--- config.mk ---
export PLATFORM = sky130hd
export DESIGN_NAME = fetch_stage
export DESIGN_NICKNAME = d
export VERILOG_FILES = /design/src/rtl/lapido_pkg.sv /design/src/rtl/fetch_hold_buffer.sv /design/src/rtl/fetch_stage.sv
export SDC_FILE = /design/constraint.sdc
export NUM_CORES = 1
export LEC_CHECK = 0
export CORE_UTILIZATION = 55
export CTS_CLUSTER_SIZE = 16
export DETAILED_ROUTE_END_ITERATION = 10
export DONT_BUFFER_PORTS = 1
export HOLD_SLACK_MARGIN = 0.06
export PLACE_DENSITY = 0.7
export SYNTH_ARGS = -nofsm -noshare
export SYNTH_HDL_FRONTEND = slang
export SYNTH_SLANG_ARGS = --single-unit
export TNS_END_PERCENT = 5
--- constraint.sdc ---
create_clock -name clk -period 3.05 [get_ports clk]
set_input_delay 0.305 -clock clk [delete_from_list [all_inputs] [get_ports clk]]
set_output_delay 0.305 -clock clk [all_outputs]
set_load 0.005 [all_outputs]
--- src/rtl/lapido_pkg.sv ---
// Shared Lapido definitions: fetch FSM encoding, instruction field positions and fetch defaults.
package lapido_pkg;

  localparam int unsigned INSTR_W = 32;
  localparam int unsigned IMM_W   = 16;
  localparam int unsigned ADDR_W  = 32;

  localparam logic [ADDR_W-1:0] DEFAULT_RESET_PC = 32'h0000_0000;
  localparam int unsigned       DEFAULT_PC_STEP  = 4;

  localparam int unsigned OPC_MSB = 31;
  localparam int unsigned OPC_LSB = 26;
  localparam int unsigned RS_MSB  = 25;
  localparam int unsigned RS_LSB  = 21;
  localparam int unsigned RT_MSB  = 20;
  localparam int unsigned RT_LSB  = 16;
  localparam int unsigned RD_MSB  = 15;
  localparam int unsigned RD_LSB  = 11;
  localparam int unsigned IMM_MSB = 15;
  localparam int unsigned IMM_LSB = 0;

  typedef enum logic [1:0] {
    FS_IDLE = 2'd0,
    FS_REQ  = 2'd1,
    FS_HOLD = 2'd2
  } fetch_state_e;

  function automatic logic [ADDR_W-1:0] pc_advance(input logic [ADDR_W-1:0] pc,
                                                   input int unsigned step);
    return pc + ADDR_W'(step);
  endfunction

endpackage

--- src/rtl/fetch_hold_buffer.sv ---
// One-entry {instr, pc4} buffer catching a word acked while decode is stalled.
module fetch_hold_buffer
  import lapido_pkg::*;
(
  input  logic               clk,
  input  logic               rst,
  input  logic               load,
  input  logic               clear,
  input  logic [INSTR_W-1:0] load_instr,
  input  logic [ADDR_W-1:0]  load_pc4,
  output logic               full,
  output logic [INSTR_W-1:0] instr,
  output logic [ADDR_W-1:0]  pc4
);

  logic               full_q;
  logic [INSTR_W-1:0] instr_q;
  logic [ADDR_W-1:0]  pc4_q;

  // Clear wins over load so a branch in the same cycle drops the word.
  always_ff @(posedge clk) begin
    if (rst) begin
      full_q  <= 1'b0;
      instr_q <= '0;
      pc4_q   <= '0;
    end else if (clear) begin
      full_q <= 1'b0;
    end else if (load) begin
      full_q  <= 1'b1;
      instr_q <= load_instr;
      pc4_q   <= load_pc4;
    end
  end

  assign full  = full_q;
  assign instr = instr_q;
  assign pc4   = pc4_q;

endmodule

--- src/rtl/fetch_stage.sv ---
// Lapido instruction-fetch stage: PC, imem handshake, hold buffer and IF/ID register.
// Optional bubble counter enabled by defining FETCH_BUBBLE_COUNT_EN.
module fetch_stage
  import lapido_pkg::*;
#(
  parameter logic [31:0] RESET_PC = DEFAULT_RESET_PC,
  parameter int unsigned PC_STEP  = DEFAULT_PC_STEP
) (
  input  logic                clk,
  input  logic                rst,
  output logic                imem_req,
  output logic [ADDR_W-1:0]   imem_addr,
  input  logic                imem_ack,
  input  logic [INSTR_W-1:0]  imem_rdata,
  input  logic                stall,
  input  logic                branch_taken,
  input  logic [ADDR_W-1:0]   branch_target,
  output logic                if_id_valid,
  output logic [ADDR_W-1:0]   if_id_pc4,
  output logic [INSTR_W-1:0]  if_id_instr,
  output logic [5:0]          if_id_opcode,
  output logic [4:0]          if_id_rs,
  output logic [4:0]          if_id_rt,
  output logic [4:0]          if_id_rd,
  output logic [IMM_W-1:0]    if_id_imm,
  output logic [31:0]         perf_bubbles
);

  fetch_state_e       state_q, state_d;
  logic [ADDR_W-1:0]  pc_q, pc_d;
  logic               valid_q, valid_d;
  logic [INSTR_W-1:0] instr_q, instr_d;
  logic [ADDR_W-1:0]  pc4_q, pc4_d;

  logic               hb_load, hb_clear, hb_full;
  logic [INSTR_W-1:0] hb_instr;
  logic [ADDR_W-1:0]  hb_pc4;

  logic               fire;
  logic [ADDR_W-1:0]  pc_next_seq;

  assign imem_req    = (state_q == FS_REQ);
  assign imem_addr   = pc_q;
  assign fire        = imem_req & imem_ack;
  assign pc_next_seq = pc_advance(pc_q, PC_STEP);

  fetch_hold_buffer u_hold (
    .clk        (clk),
    .rst        (rst),
    .load       (hb_load),
    .clear      (hb_clear),
    .load_instr (imem_rdata),
    .load_pc4   (pc_next_seq),
    .full       (hb_full),
    .instr      (hb_instr),
    .pc4        (hb_pc4)
  );

  always_comb begin
    state_d  = state_q;
    pc_d     = pc_q;
    valid_d  = valid_q;
    instr_d  = instr_q;
    pc4_d    = pc4_q;
    hb_load  = 1'b0;
    hb_clear = 1'b0;

    unique case (state_q)
      FS_IDLE: begin
        state_d = FS_REQ;
      end
      FS_REQ: begin
        if (fire) begin
          pc_d = pc_next_seq;
          if (stall) begin
            hb_load = 1'b1;
            state_d = FS_HOLD;
          end else begin
            instr_d = imem_rdata;
            pc4_d   = pc_next_seq;
            valid_d = 1'b1;
          end
        end else if (!stall) begin
          valid_d = 1'b0;
        end
      end
      FS_HOLD: begin
        if (!stall && hb_full) begin
          instr_d  = hb_instr;
          pc4_d    = hb_pc4;
          valid_d  = 1'b1;
          hb_clear = 1'b1;
          state_d  = FS_REQ;
        end
      end
      default: begin
        state_d = FS_IDLE;
      end
    endcase

    // Redirect overrides stall, ack and state; any word acked this cycle is dropped.
    if (branch_taken) begin
      pc_d     = branch_target;
      valid_d  = 1'b0;
      hb_load  = 1'b0;
      hb_clear = 1'b1;
      state_d  = FS_REQ;
    end
  end

  always_ff @(posedge clk) begin
    if (rst) begin
      state_q <= FS_IDLE;
      pc_q    <= RESET_PC;
      valid_q <= 1'b0;
      instr_q <= '0;
      pc4_q   <= '0;
    end else begin
      state_q <= state_d;
      pc_q    <= pc_d;
      valid_q <= valid_d;
      instr_q <= instr_d;
      pc4_q   <= pc4_d;
    end
  end

  assign if_id_valid  = valid_q;
  assign if_id_pc4    = pc4_q;
  assign if_id_instr  = instr_q;
  assign if_id_opcode = instr_q[OPC_MSB:OPC_LSB];
  assign if_id_rs     = instr_q[RS_MSB:RS_LSB];
  assign if_id_rt     = instr_q[RT_MSB:RT_LSB];
  assign if_id_rd     = instr_q[RD_MSB:RD_LSB];
  assign if_id_imm    = instr_q[IMM_MSB:IMM_LSB];

`ifdef FETCH_BUBBLE_COUNT_EN
  logic [31:0] bubbles_q;

  always_ff @(posedge clk) begin
    if (rst) begin
      bubbles_q <= '0;
    end else if (!valid_q && (bubbles_q != 32'hFFFF_FFFF)) begin
      bubbles_q <= bubbles_q + 32'd1;
    end
  end

  assign perf_bubbles = bubbles_q;
`else
  assign perf_bubbles = '0;
`endif

endmodule

==> results.cfg <==
[pwr]
cellPowerDensity_nw_per_um2 = 543
clockPowerShare = 0.413
p_leak_nw = 2.90
total_power_w = 0.00469
power_frac_seq = 0.501
peakVddDrop_v = 0.000386
power_switching_w = 0.00122
power.internal_w = 0.00347
p_comb_frac = 0.085
switching_share = 0.259

[setup_path]
crit_fanout = 17
timing.rr.start = imem_addr[2]
crit_arrival_ps = 3000
end_kind = flip-flop
crit_type = reg2reg
critPathLaunch = imem_addr[2]
critPathTopFamily = simple AND/OR/NAND/NOR gates
critPathRequiredTime_ps = 3420
rrSetupSlack_ps = 420
critPathSlowestCell = or4_4
r2r_cells = 6
cp.depth = 6
path_buf_inv = 1
max_stage_delay_ps = 720
endpoint = imem_addr[27]
reg2reg_to = imem_addr[27]
start_kind = flip-flop
crit_chain = nand3_2 -> or4_4 -> nor3_2 -> xnor2_1 -> a211oi_1 -> dlygate4sd3_1

[clock_network]
clkTransAtPathRegs_ps = 60
clk_latency_ps = 430
numCtsBuffers = 17
cts_buffer_depth = 2
htree_levels = 4
cts_tree = done
cts_root_buffer = clkbuf_16
numClockSinks = 164
post_cts_buffers = 0

[yosys]
postSynth.asyncResetShare = 0
synth_edf_count = 0
ys_ff_latch = 164
yosys-top-cells-area = dfxtp_1 42%, nand2_1 8.7%, buf_4 7.2%
synth_area_sq_um = 7860
ys_types = 52
ys_warn_count = 0
yosysTopAreaCell = dfxtp_1
netlist.area_leader.share = 0.418
synthCells = 975
syn_avg_cell_area_sq_um = 8.06
synth_ff_type = dfxtp_1
synth_seq_area_share = 0.418

[floorplanning]
floorplan.rows = 43
io_pins = 236
die_height_microns = 122
die_area_sq_um = 14800
start_util = 0.566
die_w_microns = 122
core-area_sq_um = 13900

[placed_design]
dpl.hpwl_mm = 11.8
post-place-ws_ps = 691
place.gp.congestion = 0.898
numPortBuffers = 0

[sta]
period_needed_ps = 2630
tightest_slew_ps = 885
finClkSkew_ps = 8.58
finalSetupViolCount = 0
tns_ps = 0
fin_ws_ps = 419
fmax_mhz = 380
finalHoldViolCount = 0
rsz0062_at_grt = false
slew_viol_final = 0
fin_crit_sh = 0.863
max-slew-margin-rel = 0.410

[layout]
fin_nets = 1016
antenna_cells = 0
layout_common_cells = 183 x nand2_1, 164 x dfxtp_1, 113 x nor2_1, 68 x a21oi_1, 63 x dlygate4sd3_1
layout_commonest_cell = nand2_1
fill_cells = 1254
drive_above_1_share = 0.0667
syn_to_final_growth_pct = 9.99

[worst_hold_path]
min_path_type = in2reg

[global_route]
grt-ovfl-total = 0
grt_max_degree = 152
grt_pass1_vias = 5918
grt_first_pass_wirelength_mm = 30.7
antenna_found_initial = 0
grt.total_usage = 0.267

[routing]
routed_wl_mm = 19.2
ant_nets = 0
avgViaCountPerCell = 5.69
first_pass_iters = 5
drt_iter0_markers = 436
wl_met2_mm = 8.41
wl_met3_mm = 1.61
dr_total_vias = 6478
wl_met1_mm = 8.64
routed.top_layer = met4
routedWlPerCell_microns = 16.9
drc = 0

[flow_run]
cap_violations = 0

[run_status]
status = finished, final reports clean
cell families after synthesis:
family                   synth area share
AO/OA/AOI/OAI                       0.171
XOR/XNOR                           0.0580
adder cells (fa/ha/maj)           0.00159
buffers and inverters               0.117
flip-flops                          0.418
multiplexers                      0.00510
other                            0.000477
AND/OR/NAND/NOR                     0.229
metal layers:
metal  track usage  up-vias
li1              -     3216
met1         0.353     2961
met2         0.396      258
met3        0.0836       43
met4         0.117        0
met5             0        -
power by group through the flow:
| stage | clock network, W | logic, W | registers (W) |
|---|---|---|---|
| floorplan | 0 | 0.000356 | 0.00235 |
| global placement | 0 | 0.000283 | 0.00240 |
| detailed placement | 0 | 0.000286 | 0.00240 |
| CTS | 0.00198 | 0.000394 | 0.00235 |
| global route | 0.00208 | 0.000444 | 0.00237 |
| finish | 0.00194 | 0.000399 | 0.00235 |
Yosys cell counts, drive strengths merged (2+ instances only):
| library cell | count |
|---|---|
| or4 | 2 |
| xnor2 | 40 |
| nor2 | 114 |
| a211o | 3 |
| nand2 | 183 |
| inv | 3 |
| a311oi | 37 |
| nor3 | 18 |
| o21ai | 14 |
| or3 | 9 |
| a21oi | 69 |
| a21o | 2 |
| o22ai | 11 |
| xor2 | 12 |
| a221oi | 5 |
| o211ai | 3 |
| nand3b | 2 |
| nor4 | 19 |
| buf | 89 |
| dfxtp | 164 |
| nand2b | 5 |
| and3 | 12 |
| a211oi | 51 |
| nand3 | 13 |
| and4 | 2 |
| mux2i | 4 |
| nand4 | 12 |
| clkbuf | 63 |
worst register-to-register path, stage by stage (launching register included):
cell           delay (ps)
dfxtp_1               500
nand3_2               200
or4_4                 730
nor3_2                240
xnor2_1                90
a211oi_1              240
dlygate4sd3_1         570
area by class of cell:
| type | count | area, sq um | share of cell area |
|---|---|---|---|
| multi-input combinational | 685 | 3800 | 0.440 |
| timing repair buffer | 74 | 783 | 0.0906 |
| clock buffer | 22 | 454 | 0.0526 |
| sequential | 164 | 3280 | 0.380 |
| tap | 180 | 225 | 0.0261 |
| inverter | 4 | 15.0 | 0.00174 |
| clock inverter | 10 | 76.3 | 0.00883 |
stage by stage:
stage / hold slack (ps) / cells / area (sq um) / util
floorplan: 431 / 1006 / 7970 / -
global placement: 386 / 1043 / 7450 / 0.537
detailed placement: 387 / 1043 / 7450 / 0.537
CTS: 61.5 / 1139 / 8640 / 0.622
global route: 88.1 / 1139 / 8640 / 0.622
finish: 76.9 / 1139 / 8640 / 0.622
timing repair:
action / 4_1_cts / 5_1_grt
endpoints found under the hold margin: 163 / 0
gates resized for setup: 0 / 0
hold buffers: 64 / 0
how the worst min path moves through the flow:
stage	from	to	cells after the start	slack, ps
2_1_floorplan	u_hold.pc4[10]	u_hold.pc4[10]	2	430
3_3_place_gp	branch_taken	u_hold.full	1	390
3_5_place_dp	branch_taken	u_hold.full	1	390
4_1_cts	stall	if_id_pc4[17]	3	60
5_1_grt	branch_target[24]	imem_addr[24]	2	90
6_report	branch_target[24]	imem_addr[24]	2	80
state kept, by name (all words and copies together), names as in the netlist:
| signal | count |
|---|---|
| u_hold.full | 1 |
| u_hold.pc4 | 32 |
| if_id_instr | 32 |
| state_q | 2 |
| u_hold.instr | 32 |
| if_id_valid | 1 |
| imem_addr | 32 |
| if_id_pc4 | 32 |
Note: power is estimated with default switching activity, not from simulation.
